### src/rtl/jk_latch_driver_if.sv
// Request/response bundle between register-write logic and jk_latch_driver.
// Valid/ready rule for both channels: a transfer happens on a rising clk edge
// where valid && ready are both high. The sender holds valid and its payload
// stable until that edge. The receiver may raise or drop ready freely.
interface jk_latch_driver_if #(
  parameter int WIDTH = 4
);
  logic             req_valid;
  logic             req_ready;
  logic [WIDTH-1:0] req_data;
  logic             req_tgl;
  logic             rsp_valid;
  logic             rsp_ready;
  logic             rsp_err;
  logic [WIDTH-1:0] rsp_q;

  modport slave (
    input  req_valid, req_data, req_tgl, rsp_ready,
    output req_ready, rsp_valid, rsp_err, rsp_q
  );

  modport master (
    output req_valid, req_data, req_tgl, rsp_ready,
    input  req_ready, rsp_valid, rsp_err, rsp_q
  );
endinterface

### src/rtl/jk_latch_driver.sv
// Sequences J/K excitation, enable pulse and settle time for a bank of JK latches.
// It reads the bank back and reports whether the readback matches the requested value.
module jk_latch_driver #(
  parameter int WIDTH      = 4,
  parameter int PULSE_CYC  = 2,
  parameter int SETTLE_CYC = 1
) (
  input  logic             clk,
  input  logic             rst,
  jk_latch_driver_if.slave bus,
  output logic [WIDTH-1:0] j,
  output logic [WIDTH-1:0] k,
  output logic             en,
  input  logic [WIDTH-1:0] q_in,
  output logic             shadow_vld,
  output logic [2:0]       dbg_state
);

  typedef enum logic [2:0] {
    IDLE  = 3'd0,
    SETUP = 3'd1,
    PULSE = 3'd2,
    HOLD  = 3'd3,
    CHECK = 3'd4,
    RESP  = 3'd5
  } state_t;

  localparam logic [3:0] PLEN_M1 = 4'(PULSE_CYC - 1);
  localparam logic [3:0] SLEN_M1 = (SETTLE_CYC > 0) ? 4'(SETTLE_CYC - 1) : 4'd0;

  state_t           state, state_nxt;
  logic [3:0]       cnt;
  logic [WIDTH-1:0] tgt;
  logic [WIDTH-1:0] shadow;
  logic             mode;
  logic             nochg;
  logic             req_ready_r;
  logic             rsp_valid_r;
  logic             rsp_err_r;
  logic [WIDTH-1:0] rsp_q_r;

  logic             accept;
  logic             ex_mode;
  logic             ex_nochg;
  logic [WIDTH-1:0] ex_d;
  logic [WIDTH-1:0] ex_j;
  logic [WIDTH-1:0] ex_k;
  logic [WIDTH-1:0] j_nxt;
  logic [WIDTH-1:0] k_nxt;

  assign bus.req_ready = req_ready_r;
  assign bus.rsp_valid = rsp_valid_r;
  assign bus.rsp_err   = rsp_err_r;
  assign bus.rsp_q     = rsp_q_r;
  assign dbg_state     = state;

  // req_ready is only ever high in IDLE, so it alone qualifies acceptance.
  assign accept = bus.req_valid && req_ready_r;

  always_comb begin
    ex_mode  = bus.req_tgl && shadow_vld;
    ex_nochg = shadow_vld && (bus.req_data == shadow);
    ex_d     = bus.req_data ^ shadow;
    ex_j     = '0;
    ex_k     = '0;
    if (!ex_nochg) begin
      if (ex_mode) begin
        ex_j = ex_d;
        ex_k = ex_d;
      end else begin
        ex_j = bus.req_data;
        ex_k = ~bus.req_data;
      end
    end
  end

  always_comb begin
    state_nxt = state;
    case (state)
      IDLE:  if (accept) state_nxt = SETUP;
      SETUP: state_nxt = nochg ? CHECK : PULSE;
      // Toggle mode pulses for one cycle only, so a toggled bit cannot race around.
      PULSE: if (mode || cnt == PLEN_M1) state_nxt = (SETTLE_CYC == 0) ? CHECK : HOLD;
      HOLD:  if (cnt == SLEN_M1) state_nxt = CHECK;
      CHECK: state_nxt = RESP;
      RESP:  if (bus.rsp_ready) state_nxt = IDLE;
      default: state_nxt = IDLE;
    endcase
  end

  // Excitation is registered at acceptance so it is already on j/k during SETUP.
  always_comb begin
    j_nxt = '0;
    k_nxt = '0;
    if (accept) begin
      j_nxt = ex_j;
      k_nxt = ex_k;
    end else if (state_nxt == PULSE) begin
      j_nxt = j;
      k_nxt = k;
    end
  end

  always_ff @(posedge clk) begin
    if (rst) state <= IDLE;
    else     state <= state_nxt;
  end

  always_ff @(posedge clk) begin
    if (rst) begin
      j           <= '0;
      k           <= '0;
      en          <= 1'b0;
      req_ready_r <= 1'b1;
      rsp_valid_r <= 1'b0;
      rsp_err_r   <= 1'b0;
      rsp_q_r     <= '0;
      shadow_vld  <= 1'b0;
      shadow      <= '0;
      cnt         <= '0;
      tgt         <= '0;
      mode        <= 1'b0;
      nochg       <= 1'b0;
    end else begin
      j           <= j_nxt;
      k           <= k_nxt;
      en          <= (state_nxt == PULSE);
      req_ready_r <= (state_nxt == IDLE);
      rsp_valid_r <= (state_nxt == RESP);
      cnt         <= (state_nxt == state) ? cnt + 4'd1 : 4'd0;
      if (accept) begin
        tgt   <= bus.req_data;
        mode  <= ex_mode;
        nochg <= ex_nochg;
      end
      // The shadow follows real readback, so a mismatch is seen by the next request.
      if (state == CHECK) begin
        rsp_q_r    <= q_in;
        rsp_err_r  <= (q_in != tgt);
        shadow     <= q_in;
        shadow_vld <= 1'b1;
      end
    end
  end

endmodule

### src/flat_wrapper.sv
// flat-port wrapper written by rule: the top's interface ports become plain ports
module jk_latch_driver_flat 
#(
  parameter int WIDTH      = 4,
  parameter int PULSE_CYC  = 2,
  parameter int SETTLE_CYC = 1
)
  (clk, rst, j, k, en, q_in, shadow_vld, dbg_state, bus_req_valid, bus_req_data, bus_req_tgl, bus_rsp_ready, bus_req_ready, bus_rsp_valid, bus_rsp_err, bus_rsp_q);
  jk_latch_driver_if #(.WIDTH(WIDTH)) bus_i ();
  input  logic clk;
  input  logic rst;
  output logic [WIDTH-1:0] j;
  output logic [WIDTH-1:0] k;
  output logic en;
  input  logic [WIDTH-1:0] q_in;
  output logic shadow_vld;
  output logic [2:0] dbg_state;
  input wire logic [$bits(bus_i.req_valid)-1:0] bus_req_valid;
  input wire logic [$bits(bus_i.req_data)-1:0] bus_req_data;
  input wire logic [$bits(bus_i.req_tgl)-1:0] bus_req_tgl;
  input wire logic [$bits(bus_i.rsp_ready)-1:0] bus_rsp_ready;
  output wire logic [$bits(bus_i.req_ready)-1:0] bus_req_ready;
  output wire logic [$bits(bus_i.rsp_valid)-1:0] bus_rsp_valid;
  output wire logic [$bits(bus_i.rsp_err)-1:0] bus_rsp_err;
  output wire logic [$bits(bus_i.rsp_q)-1:0] bus_rsp_q;
  assign bus_i.req_valid = bus_req_valid;
  assign bus_i.req_data = bus_req_data;
  assign bus_i.req_tgl = bus_req_tgl;
  assign bus_i.rsp_ready = bus_rsp_ready;
  assign bus_req_ready = bus_i.req_ready;
  assign bus_rsp_valid = bus_i.rsp_valid;
  assign bus_rsp_err = bus_i.rsp_err;
  assign bus_rsp_q = bus_i.rsp_q;
  jk_latch_driver #(.WIDTH(WIDTH), .PULSE_CYC(PULSE_CYC), .SETTLE_CYC(SETTLE_CYC)) u_core (.clk(clk), .rst(rst), .bus(bus_i), .j(j), .k(k), .en(en), .q_in(q_in), .shadow_vld(shadow_vld), .dbg_state(dbg_state));
endmodule
### config.mk
export PLATFORM = sky130hd
export DESIGN_NAME = jk_latch_driver_flat
export DESIGN_NICKNAME = d
export VERILOG_FILES = /design/src/rtl/jk_latch_driver_if.sv /design/src/rtl/jk_latch_driver.sv /design/src/flat_wrapper.sv
export SDC_FILE = /design/constraint.sdc
export NUM_CORES = 1
export LEC_CHECK = 0
export ABC_AREA = 1
export CAP_MARGIN = 20
export CORE_MARGIN = 1.5
export CORE_UTILIZATION = 52
export DETAILED_ROUTE_END_ITERATION = 7
export GPL_TIMING_DRIVEN = 0
export HOLD_SLACK_MARGIN = 0.05
export PLACE_DENSITY = 0.83
export SLEW_MARGIN = 20
export SYNTH_ARGS = -nofsm -noshare
export SYNTH_HDL_FRONTEND = slang
export SYNTH_SLANG_ARGS = --single-unit
### constraint.sdc
create_clock -name clk -period 3.5 [get_ports clk]
set_clock_uncertainty 0.05 [all_clocks]
set_input_delay 0.7 -clock clk [delete_from_list [all_inputs] [get_ports clk]]
set_output_delay 0.7 -clock clk [all_outputs]
set_load 0.02 [all_outputs]
## After elaboration in Yosys (flattened, before gate mapping)

Cells that the tools add are included.

| storage, ports and cells | value |
|---|---|
| memories kept | 0 |
| word-level logic and storage cells | 50 |
| memory bits (read-only) | 0 |
| RAM bits | 0 |
| output and inout port bits | 20 |
| register bits | 30 |
| bits in latches | 0 |
| input bits | 13 |

| operators by class | value |
|---|---|
| shifts and indexed selects | 0 |
| equality and inequality tests | 12 |
| bitwise logic cells | 3 |
| add/subtract/negate cells | 1 |
| mux-type cells | 13 |
| $lt $le $gt $ge | 0 |
| divide/modulo/power cells | 0 |
| multiply operators | 0 |
| reductions and logical operators | 8 |

Operator list:

| cell | count |
|---|---|
| $mux W4 | 7 |
| $pmux W3 S6 | 1 |
| $mux W3 | 5 |
| $eq A3 B2 Y1 const B | 3 |
| $eq A3 B3 Y1 const B | 3 |
| $logic_not A3 Y1 | 2 |
| $add A4 B1 Y4 const B | 1 |
| $eq A4 B1 Y1 const B | 1 |
| $eq A4 B4 Y1 | 1 |
| $logic_not A4 Y1 | 1 |
| $ne A4 B4 Y1 | 1 |
| $not A4 Y4 | 1 |
| $xor A4 B4 Y4 | 1 |
| $eq A3 B1 Y1 const B | 1 |
| $eq A3 B3 Y1 | 1 |
| $logic_and A1 B1 Y1 | 3 |
| $ne A2 B1 Y1 const B | 1 |
| $reduce_or A2 Y1 | 1 |
| $logic_or A1 B1 Y1 | 1 |
| $not A1 Y1 | 1 |

## Depth between registers and ports, before layout

| depth | value |
|---|---|
| depth in word-level cells | 7 |
| gate-level depth with buffers | 10 |
| mapped depth without buffers | 10 |

## Worst setup path before layout

Ideal clock, no wire load.

| timing | value |
|---|---|
| kind | input port to flip-flop |
| from | input port bus_req_valid |
| to | register u_core.j[0] |
| data required time | 3,379 ps |
| data arrival time | 1,482 ps |
| library setup time | 71 ps |
| setup slack | 1,898 ps |
| cell stages on the path | 8 |
| buffers on the path | 1 |
| path through | nand2_1 -> inv_1 -> nand3_1 -> nand3_1 -> nor2_2 -> buf_4 -> nand4_1 -> a21oi_1 |

| between the ends | value |
|---|---|
| word-level cells in the longest chain between the ends | 5 |
| elaborated cells on any way between the ends | 6 |
| those cells by class | 2 x eq/ne; 3 x mux; 1 x reduce/logical |

Ends and longest elaborated chain:

| element | RTL line | text |
|---|---|---|
| from (decl) | flat_wrapper.sv:18 | `input wire logic [$bits(bus_i.req_valid)-1:0] bus_req_valid;` |
| $logic_and A1 B1 Y1 * | jk_latch_driver.sv:58 | `assign accept = bus.req_valid && req_ready_r;` |
| $mux W3 | jk_latch_driver.sv:80 | `IDLE: if (accept) state_nxt = SETUP;` |
| $pmux W3 S6 | jk_latch_driver.sv:79 | `case (state)` |
| $eq A3 B2 Y1 | jk_latch_driver.sv:98 | `end else if (state_nxt == PULSE) begin` |
| $ne A2 B1 Y1 (no source line) | - |  |
| to (signal assigned) | jk_latch_driver.sv:125 | `j <= j_nxt;` |
| to (decl) | jk_latch_driver.sv:11 | `output logic [WIDTH-1:0] j,` |

Every way passes the cells marked *; elsewhere a longest branch is shown, timed or not.
A chain may end at the register's enable or synchronous reset.

## Worst setup path after layout

| timing | value |
|---|---|
| from | register u_core.state[1], in the netlist u_core.dbg_state[1] |
| to | output port dbg_state[1] |

RTL lines:

| element | RTL line | text |
|---|---|---|
| from (decl) | jk_latch_driver.sv:31 | `state_t state, state_nxt;` |
| from (signal assigned) | jk_latch_driver.sv:106 | `else state <= state_nxt;` |
| to (decl) | flat_wrapper.sv:17 | `output logic [2:0] dbg_state;` |

No word-level cell between the ends.

==> flow_metrics.tcl <==
set metrics [dict create \
    crit_cells 1 \
    finalHoldViolations 0 \
    ys_ff_latch 30 \
    crit_slowest_cell "clkdlybuf4s50_1" \
    clock_latency_ps 330 \
    syn2layout_area_growth_pct 30.5 \
    intPower_uw 713 \
    setup_tns_ps 0 \
    start_kind "register" \
    crit_chain "clkdlybuf4s50_1" \
    finalSetupViolations 0 \
    period_needed_ps 2210 \
    crit_family "buffers and inverters" \
    cts_setup_buffers 0 \
    status "finished, final reports clean" \
    relSlewSlack_pct 69.1 \
    ys_types 26 \
    critPathBufInv 1 \
    cap_violations 0 \
    ir_drop_mv 0.452 \
    setup.worst_path.start "u_core.dbg_state[1]" \
    synth_largest_area_cell "dfxtp_1" \
    gr-total-overflow 0 \
    max_freq_mhz 452 \
    p_seq_share_pct 39.3 \
    io_pins 33 \
    rsz0062_at_grt "false" \
    clk_path_buf_depth 2 \
    pwr-share-clk_pct 22.7 \
    die_w_um 54.9 \
    finalNonFillerCells 256 \
    cts_hold_buf 0 \
    p_comb_share_pct 38.0 \
    io_buffers 31 \
    end_kind "output pin" \
    drc_errors 0 \
    p_sw_uw 417 \
    rrSetupSlack_ps 1950 \
    r2r_end "u_core.j[1]" \
    die-height_um 54.9 \
    fin_hold_ws_ps 424 \
    synthCells 187 \
    crit_type "reg -> out" \
    cts_sinks 30 \
    crit_fanout 7 \
    grt_pass1_wl_um 4910 \
    post-route-period-util_pct 63.2 \
    drv_slew 0 \
    nets 241 \
    worstSetupEndpoint "dbg_state[1]" \
    drive_above_1_share_pct 7.96 \
    p_per_area_nw_per_um2 619 \
    syn-num-nets 203 \
    min_from "u_core.mode" \
    worstPathRequired_ps 2750 \
    rows 18 \
    cts_tree "built" \
    diodes 0 \
    p_leak_nw 0.772 \
    hold_path.class "reg -> reg" \
    syn_area_um2 1400 \
    vias 1344 \
    slowest_delay_ps 650 \
    clk_pin_slew_worst_paths_ps 90 \
    grt_max_degree 11 \
    dp_cells 248 \
    ctsRootBufferMaster "clkbuf_4" \
    r2r-start "u_core.cnt[0]" \
    ant_nets 0 \
    core_um2 2520 \
    seq_area_frac_synth_pct 42.9 \
    routedWlPerCell_um 12.1 \
    grt_pass1_vias 1143 \
    syn_area_per_cell_um2 7.48 \
    cts_resized 0 \
    dr.pass1.iters 4 \
    drt-total-wl_um 3090 \
    worstPathArrival_ps 1460 \
    dieArea_um2 3010 \
    finalPower_mw 1.13 \
    ys_warn_count 0 \
    swShare_pct 36.9 \
    antenna_found_initial 0 \
    drt-initial-drc-count 28 \
    track_usage_pct 23.7 \
    dp_hpwl_um 2320 \
    gp_congestion 0.810 \
    viasPerCell 5.25 \
    start_util_pct 55.5 \
    fillers 216 \
    cts_buffers 5 \
    synth_top_area_share_pct 42.9 \
    htreeDepth 2 \
    synthTopCellsByArea "dfxtp_1, nor2_1, a21oi_1" \
    fin_util_pct 72.4 \
    tightestPinTransition_ps 464 \
    r2r_cells 8 \
]
## power groups by stage
stage | Combinational, mW | Sequential (mW) | Clock, mW
after detailed placement | 0.428 | 0.453 | 0
after CTS | 0.431 | 0.445 | 0.259
after floorplan | 0.246 | 0.488 | 0
after global placement | 0.421 | 0.449 | 0
final | 0.430 | 0.444 | 0.256
after global routing | 0.478 | 0.454 | 0.277
## how the worst min path moves through the flow
| stage | end | cells after the start |
|---|---|---|
| CTS | u_core.mode | 2 |
| floorplan | u_core.cnt[0] | 1 |
| finish | u_core.mode | 2 |
| detailed placement | u_core.mode | 2 |
| global route | u_core.j[3] | 2 |
| global placement | u_core.mode | 2 |
## per-stage QoR
stage          setup WS, ps  area [µm²]
6_report               1290        1830
5_1_grt                1230        1830
4_1_cts                1270        1830
3_5_place_dp           1270        1750
3_3_place_gp           1290        1750
2_1_floorplan          1900        1400
## logic make-up after synthesis
group           Yosys count  share of synthesized area (%)
simple gates             85                           27.8
buf+inv                  28                           8.14
compound gates           30                           11.5
flops                    30                           42.9
xor+xnor                 11                           6.89
fa+ha+maj                 3                           2.68
## registers in the layout (all words and copies together) (netlist names)
| name | cells |
|---|---|
| u_core.k | 4 |
| u_core.bus.rsp_valid | 1 |
| u_core.shadow_vld | 1 |
| u_core.dbg_state | 3 |
| u_core.tgt | 4 |
| u_core.bus.rsp_q | 4 |
| u_core.cnt | 4 |
| u_core.bus.req_ready | 1 |
| u_core.mode | 1 |
| u_core.bus.rsp_err | 1 |
| u_core.j | 4 |
| u_core.nochg | 1 |
| u_core.en | 1 |
## layout make-up
type	count	area, µm²	area share (%)
Multi-Input combinational cell	129	684	37.5
Sequential cell	30	601	32.9
Timing Repair Buffer	31	310	17.0
Clock buffer	8	78.8	4.32
Inverter	21	78.8	4.32
Tap cell	30	37.5	2.06
Buffer	7	35.0	1.92
## placed cells by master (no fill, tap or decap)
cell type	Yosys	layout
or2_2	1	1
clkdlybuf4s50_1	0	31
ha_1	3	3
buf_4	2	2
inv_1	18	18
nor2_1	32	32
clkbuf_1	3	3
xor2_1	7	7
clkbuf_4	0	5
a41oi_1	1	1
dfxtp_1	30	30
a211oi_1	1	1
nand4_1	9	9
buf_2	1	1
a21oi_1	19	19
o21a_1	1	1
nor3_1	1	1
nand3b_1	2	2
nand3_1	17	17
clkbuf_8	0	3
o21ai_0	7	7
nor2_2	1	1
inv_2	3	3
nand3_2	1	1
o211ai_1	1	1
nor3_2	1	1
nand2_1	20	20
xnor2_1	4	4
buf_1	1	1
## worst reg2reg max path, cell delays in order, from the launching register on
cell	delay (ps)
dfxtp_1	410
inv_1	70
ha_1	190
nand3_1	100
nand2_1	80
nand3_1	110
buf_2	220
nand4_1	110
a21oi_1	150
## synth_stat cells
library cell	instances
nand3_1	17
a21oi_1	19
nor3_1	1
clkbuf_1	3
a41oi_1	1
nor2_1	32
o21ai_0	7
inv_2	3
inv_1	18
buf_1	1
xnor2_1	4
nor2_2	1
nand4_1	9
buf_4	2
nor3_2	1
or2_2	1
nand3b_1	2
buf_2	1
dfxtp_1	30
nand3_2	1
xor2_1	7
nand2_1	20
o211ai_1	1
ha_1	3
a211oi_1	1
o21a_1	1
## per-layer routing
| metal | global-route usage [%] | up-vias | routed length (µm) |
|---|---|---|---|
| met4 | 15.4 | 0 | 73 |
| met5 | 0 | - | 0 |
| li1 | - | 690 | - |
| met3 | 5.74 | 8 | 139 |
| met1 | 30.9 | 612 | 1460 |
| met2 | 34.5 | 34 | 1420 |
No activity file was read; power rests on OpenSTA's default activity.
==> patch 1, RTL diff (config.mk and constraints unchanged) <==
`WIDTH` is set to 4 in 3 places; all go to 5.
--- a/src/rtl/jk_latch_driver_if.sv
+++ b/src/rtl/jk_latch_driver_if.sv
@@ -3,7 +3,7 @@
 // where valid && ready are both high. The sender holds valid and its payload
 // stable until that edge. The receiver may raise or drop ready freely.
 interface jk_latch_driver_if #(
-  parameter int WIDTH = 4
+  parameter int WIDTH = 5
 );
   logic             req_valid;
   logic             req_ready;
--- a/src/rtl/jk_latch_driver.sv
+++ b/src/rtl/jk_latch_driver.sv
@@ -1,7 +1,7 @@
 // Sequences J/K excitation, enable pulse and settle time for a bank of JK latches.
 // It reads the bank back and reports whether the readback matches the requested value.
 module jk_latch_driver #(
-  parameter int WIDTH      = 4,
+  parameter int WIDTH      = 5,
   parameter int PULSE_CYC  = 2,
   parameter int SETTLE_CYC = 1
 ) (
--- a/src/flat_wrapper.sv
+++ b/src/flat_wrapper.sv
@@ -1,7 +1,7 @@
 // flat-port wrapper written by rule: the top's interface ports become plain ports
 module jk_latch_driver_flat 
 #(
-  parameter int WIDTH      = 4,
+  parameter int WIDTH      = 5,
   parameter int PULSE_CYC  = 2,
   parameter int SETTLE_CYC = 1
 )
Interface: changed (5 resized); port bits go from 33 to 38. The function was not compared with the original's and may differ.
==> patch 1 against the unedited design <==
Critical path depth stayed put. Area after synthesis up 17%. Wire length up 17%. Global-route usage is 1.3 points lower. Total power is 6.2% higher. Sequential cell count up 4. Final area rose by 16%. Hold slack about the same. Fmax decreased by 0.40%. Worst setup slack got worse by 0.0088 ns. Critical path type unchanged. Largest cell class unchanged.
==> patch 1: results (changes against the unedited design) <==
* Status: finished, final reports clean
* MaxCap Viol Count at 0 (unchanged)
* Antenna violations before repair at 0 (unchanged)
* Final standard cell count with taps included and fillers excluded at 315 (+23%)
* Worst path max stage delay at 0.65 ns (about the same)
* Average wire per cell in the routed design at 11.45 µm (-5.1%)
* Clock latency of the later-clocked register in the worst-skew pair at 0.33 ns (about the same)
* Post-CTS resize count at 0 (unchanged)
* IR Drop Worst-Case VDD at 0.3474 mV (-23%)
* Leakage power at 0.9011 nW (+17%)
* Share of flip-flops with an asynchronous set or reset after synthesis at 0% (unchanged)
* Register-to-register setup slack at 1.88 ns (-0.07 ns)
* CTS clock-pin slew for the worst setup and hold paths at approximately 0.10 ns
* Total GRT Usage at 22.46% (-1.3 points)
* Final Hold Slack at 0.4238 ns (-0.0002930 ns)
* Diodes inserted at 0 (unchanged)
* Clock buffer count from CTS at 5 (unchanged)
* R2R Path Start: u_core.cnt[0]$_SDFF_PP0_
* Maximum buffer depth of the clock tree at 2 (unchanged)
* Slew margin rel. at 67.80% (-1.3 points)
* First-pass GRT wire length at 5947 µm (+21%)
* Data arrival time of the critical path at 1.47 ns
* CTS Root Buffer Type: sky130_fd_sc_hd__clkbuf_4
* Post-synth net total at 244 (+20%)
* Min Clock Period, post-route at 2.220 ns (+0.008800 ns)
* Share of cells above drive strength 1 at 6.273% (-1.7 points)
* Routability congestion estimate from global placement at 0.8682 (+7.2%)
* Post-CTS setup buffers at 0 (unchanged)
* Top fanout value on the critical path at 8 (+1)
* Master of the slowest instance on the critical path: sky130_fd_sc_hd__clkdlybuf4s50_1
* CP Buf/Inv Count at 1 (unchanged)
* Number of input and output port buffers inserted at 37 (+19%)
* Cell family with most CP delay: buffers and inverters
* Worst Setup SP: u_core.dbg_state[0]$_SDFF_PP0_
* Most used standard cells in the synthesized netlist: sky130_fd_sc_hd__dfxtp_1, sky130_fd_sc_hd__nor2_1, sky130_fd_sc_hd__nand2_1
* Top cells by area, synth: sky130_fd_sc_hd__dfxtp_1, sky130_fd_sc_hd__a21oi_1, sky130_fd_sc_hd__nor2_1
* Number of nets in the layout at 288 (+20%)
* Synth Warn # at 0 (unchanged)
* Hold/Removal Path Class: reg2reg
* Per-cell via count in the routed design at 5.146 (-2.0%)
* Initial drt markers at 100 (+260%)
* Filler cells at 266 (+23%)
* Setup Total Neg Slack at 0 ns (unchanged)
* Pin count of the biggest net entering global routing at 11 (unchanged)
* DR pass1 iterations at 4 (unchanged)
* Dominant synthesized flop cell: sky130_fd_sc_hd__dfxtp_1
* Register area share after synthesis at 41.59% (-1.3 points)
* Number of unique standard cell types used by synthesis at 22 (-15%)
* Min-Delay Startpoint: u_core.tgt[4]$_SDFFE_PP0P_
* HPWL reported at the end of detailed placement at 2775 µm (+20%)
* Depth of the CTS H-tree at 2 (unchanged)
* Synthesized area divided by synthesized cell count at 7.241 µm² (-3.2%)
* Number of placed instances, taps included at 307 (+24%)
* Worst setup timing slack at the placement stage at 1.175 ns (-0.09103 ns)
* Vias in the first global route at 1371 (+20%)
==> patch 1: changes by cell type in the layout (fill, tap and decap cells not counted), sizes merged, moves of 2 or more <==
| cell | change |
|---|---|
| clkdlybuf4s50 | +6 |
| nand2 | +11 |
| nand4 | +3 |
| xnor2 | -3 |
| o21ai | +3 |
| o31ai | +2 |
| nor3 | +4 |
| dfxtp | +4 |
| inv | +5 |
| a21oi | +10 |
==> patch 1: cell families (layout without fill, tap and decap cells) <==
logic type / after synthesis / after routing / share of synthesized area, %
adders and majority gates: 3 / 3 / 2.294
buffers and inverters: 36 / 81 / 9.480
DFF: 34 / 34 / 41.59
AOI/OAI and AO/OA: 41 / 41 / 12.84
xor gates and xnor gates: 9 / 9 / 4.817
and+or+nand+nor: 103 / 103 / 28.98
==> patch 1: area by class of cell <==
class	instances	area [µm²]	area share [%]
Multi-Input combinational cell	156	800.8	37.74
Sequential cell	34	680.7	32.08
Timing Repair Buffer	37	370.4	17.45
Inverter	26	97.59	4.599
Buffer	10	57.56	2.712
Clock buffer	7	55.05	2.594
Tap cell	44	55.05	2.594
Clock inverter	1	5.005	0.2358
==> patch 1: worst paths after layout <==
path	endpoint	depth (start not counted)
hold reg to reg	u_core.tgt[4]$_SDFFE_PP0P_	2
hold / removal	u_core.tgt[4]$_SDFFE_PP0P_	2
setup reg to reg	u_core.k[3]$_SDFFE_PP0P_	9
setup / recovery	dbg_state[0]	1
==> patch 1: worst reg2reg max path, stage by stage (launching register included) <==
cell and delay [ns]:
sky130_fd_sc_hd__dfxtp_1 0.36, sky130_fd_sc_hd__inv_1 0.07, sky130_fd_sc_hd__ha_1 0.14, sky130_fd_sc_hd__nand3_1 0.12
sky130_fd_sc_hd__nand2_1 0.14, sky130_fd_sc_hd__nand3_1 0.10, sky130_fd_sc_hd__nor2_2 0.19, sky130_fd_sc_hd__buf_6 0.17
sky130_fd_sc_hd__nand4_1 0.08, sky130_fd_sc_hd__a21oi_1 0.13
==> patch 1: layer usage <==
metal  vias to the layer above  GRT usage, %  share of wire [%]
li1                        833             -                  -
met1                       734         29.85                 46
met2                        46         36.35                 46
met3                         8         4.367                5.8
met4                         0         8.117                1.4
met5                         -             0                  0
==> patch 1: through the flow <==
stage	util, %	total power, mW
2_1_floorplan	-	0.8196
3_3_place_gp	68.10	0.9786
3_5_place_dp	68.10	0.9871
4_1_cts	70.08	1.206
5_1_grt	70.08	1.283
6_report	70.08	1.200
==> patch 1: power breakdown <==
group | leakage [nW] | internal, mW | switching (mW)
Sequential | 0.278 | 0.447 | 0.0471
Clock | 0.0353 | 0.0973 | 0.125
Combinational | 0.588 | 0.197 | 0.287
Total | 0.901 | 0.741 | 0.459
==> patch 2, RTL diff (same settings) <==
Made on the original files. Register the output `dbg_state` once more, without a reset; this adds one clock of latency there. The other outputs are not delayed to match.
--- a/src/rtl/jk_latch_driver.sv
+++ b/src/rtl/jk_latch_driver.sv
@@ -52,7 +52,9 @@
   assign bus.rsp_valid = rsp_valid_r;
   assign bus.rsp_err   = rsp_err_r;
   assign bus.rsp_q     = rsp_q_r;
-  assign dbg_state     = state;
+  always_ff @(posedge clk) begin
+    dbg_state <= state;
+  end
 
   // req_ready is only ever high in IDLE, so it alone qualifies acceptance.
   assign accept = bus.req_valid && req_ready_r;
Behaviour: not the same (Yosys sat finds a counterexample within 4 cycles, from zero or initial values and one cycle with rst high).
==> patch 2 against the unedited design <==
Critical path depth stayed put. Worst setup slack better by 0.12 ns. Wire length is 8.6% higher. Final area is 2.4% higher. Hold slack worse by 0.091 ns. Total power is 1.9% lower. Area after synthesis is 4.3% higher. Sequential cell count is 3 higher. Sequential share of layout area is 2.4 points higher. Critical path type unchanged. Critical endpoint is now bus_rsp_q[2].
==> patch 2: results (changes against the unedited design) <==
* Most used standard cells in the synthesized netlist: sky130_fd_sc_hd__dfxtp_1, sky130_fd_sc_hd__inv_1, sky130_fd_sc_hd__a21oi_1, sky130_fd_sc_hd__nor2_1
* Slew of the pin with the lowest slew margin at 0.6764 ns (+0.2128 ns)
* Leakage power at 0.7828 nW (+1.4%)
* CTS clock-pin slew for the worst setup and hold paths at around 0.1 ns
* Hold/Removal Path Class: reg2reg
* Worst path max stage delay at 0.62 ns (-0.03 ns)
* DR pass1 iterations at 4 (unchanged)
* Maximum buffer depth of the clock tree at 2 (unchanged)
* Number of nets in the layout at 242 (+0.41%)
* Clock latency of the later-clocked register in the worst-skew pair at 0.35 ns (+0.02 ns)
* Post-CTS setup buffers at 0 (unchanged)
* Diodes inserted at 0 (unchanged)
* IR Drop Worst-Case VDD at 0.4789 mV (+6.0%)
* Data arrival time of the critical path at 1.34 ns (-0.12 ns)
* Cell family with most CP delay: buffers and inverters
* Worst Setup SP: u_core.bus.rsp_q[2]$_SDFFE_PP0N_
* Area taken by multi-input logic gates at 674.4 µm² (-1.5%)
* Area fraction of the dominant cell type after synthesis at 45.28% (+2.3 points)
* Share of flip-flops with an asynchronous set or reset after synthesis at 0% (unchanged)
* Internal Pwr Total at 0.6851 mW (-3.9%)
* Pin count of the biggest net entering global routing at 11 (unchanged)
* Final number of setup-violating endpoints at 0 (unchanged)
* HPWL reported at the end of detailed placement at 2575 µm (+11%)
* Antenna violations before repair at 0 (unchanged)
* Master of the slowest instance on the critical path: sky130_fd_sc_hd__clkdlybuf4s50_1
* Number of input and output port buffers inserted at 32 (+3.2%)
* Number of unique standard cell types used by synthesis at 23 (-12%)
* Synth Warn # at 0 (unchanged)
* Number of vias in the routed layout at 1403 (+4.4%)
* Register area share after synthesis at 45.28% (+2.3 points)
* Initial drt markers at 28 (unchanged)
* CTS Root Buffer Type: sky130_fd_sc_hd__clkbuf_4
* TritonCTS sink count at 33 (+10%)
* Status: finished, final reports clean
* Top fanout value on the critical path at 3 (-4)
* Post-CTS resize count at 0 (unchanged)
* Post-DP Area at 1818 µm² (+4.1%)
* Share of cells above drive strength 1 at 6.167% (-1.8 points)
* Vias in the first global route at 1316 (+15%)
* Worst setup timing slack at the placement stage at 1.234 ns (-0.03274 ns)
* Routability congestion estimate from global placement at 0.8458 (+4.5%)
* Min-Delay Startpoint: u_core.state[0]$_SDFF_PP0_
* Filler cells at 243 (+13%)
* R2R Path Start: u_core.state[2]$_SDFF_PP0_
* Depth of the CTS H-tree at 2 (unchanged)
* Per-cell via count in the routed design at 5.438 (+3.6%)
* Total GRT Usage at 22.82% (-0.89 points)
* Top cells by area, synth: sky130_fd_sc_hd__dfxtp_1, sky130_fd_sc_hd__a21oi_1, sky130_fd_sc_hd__inv_1
* Post-synth net total at 203 (unchanged)
* Count of mapped cells out of synthesis at 187 (unchanged)
* Average wire per cell in the routed design at 13.00 µm (+7.7%)
* Number of placed instances, taps included at 250 (+0.81%)
* First-pass GRT wire length at 5533 µm (+13%)
* Clock buffer count from CTS at 5 (unchanged)
[patch 2: path summary, 6_finish.rpt]
| path | endpoint | slack [ns] | cells past startpoint |
|---|---|---|---|
| worst max-delay path | bus_rsp_q[2] | 1.41 | 1 |
| worst max register to register | u_core.bus.rsp_q[3]$_SDFFE_PP0N_ | 1.79 | 5 |
| worst min-delay path | u_core.dbg_state[0]$_DFF_P_ | 0.33 | 0 |
| worst min register to register | u_core.dbg_state[0]$_DFF_P_ | 0.33 | 0 |
[patch 2: power groups by stage]
stage	Clock (mW)	Sequential (mW)	Combinational, mW
after CTS	0.209	0.484	0.423
after global routing	0.223	0.491	0.469
after global placement	0	0.488	0.409
final	0.203	0.484	0.422
after detailed placement	0	0.492	0.421
after floorplan	0	0.525	0.236
[patch 2: routing by layer]
metal	routed length [µm]	global-route usage, %	vias to the layer above	share of wire [%]
met4	61	10.20	0	1.8
met5	0	0	-	0
met2	1729	39.66	43	52
met3	211	8.605	8	6.3
met1	1351	24.41	655	40
li1	-	-	697	-
[patch 2: logic make-up (layout without fill, tap and decap cells)]
kind of cell / count (synthesis) / after routing / share of synthesized area [%]
simple gates: 75 / 75 / 24.87
compound gates: 36 / 36 / 12.78
flops: 33 / 33 / 45.28
buf+inv: 30 / 70 / 8.490
xor+xnor: 10 / 10 / 6.003
fa+ha+maj: 3 / 3 / 2.573
[patch 2: layout make-up]
class	count	share of cell area, %
clock inverter	2	0.5355
timing repair buffer	32	17.14
multi-input combinational	124	36.08
tap	31	2.075
sequential	33	35.34
inverter	23	4.618
buffer	7	2.008
clock buffer	6	2.209
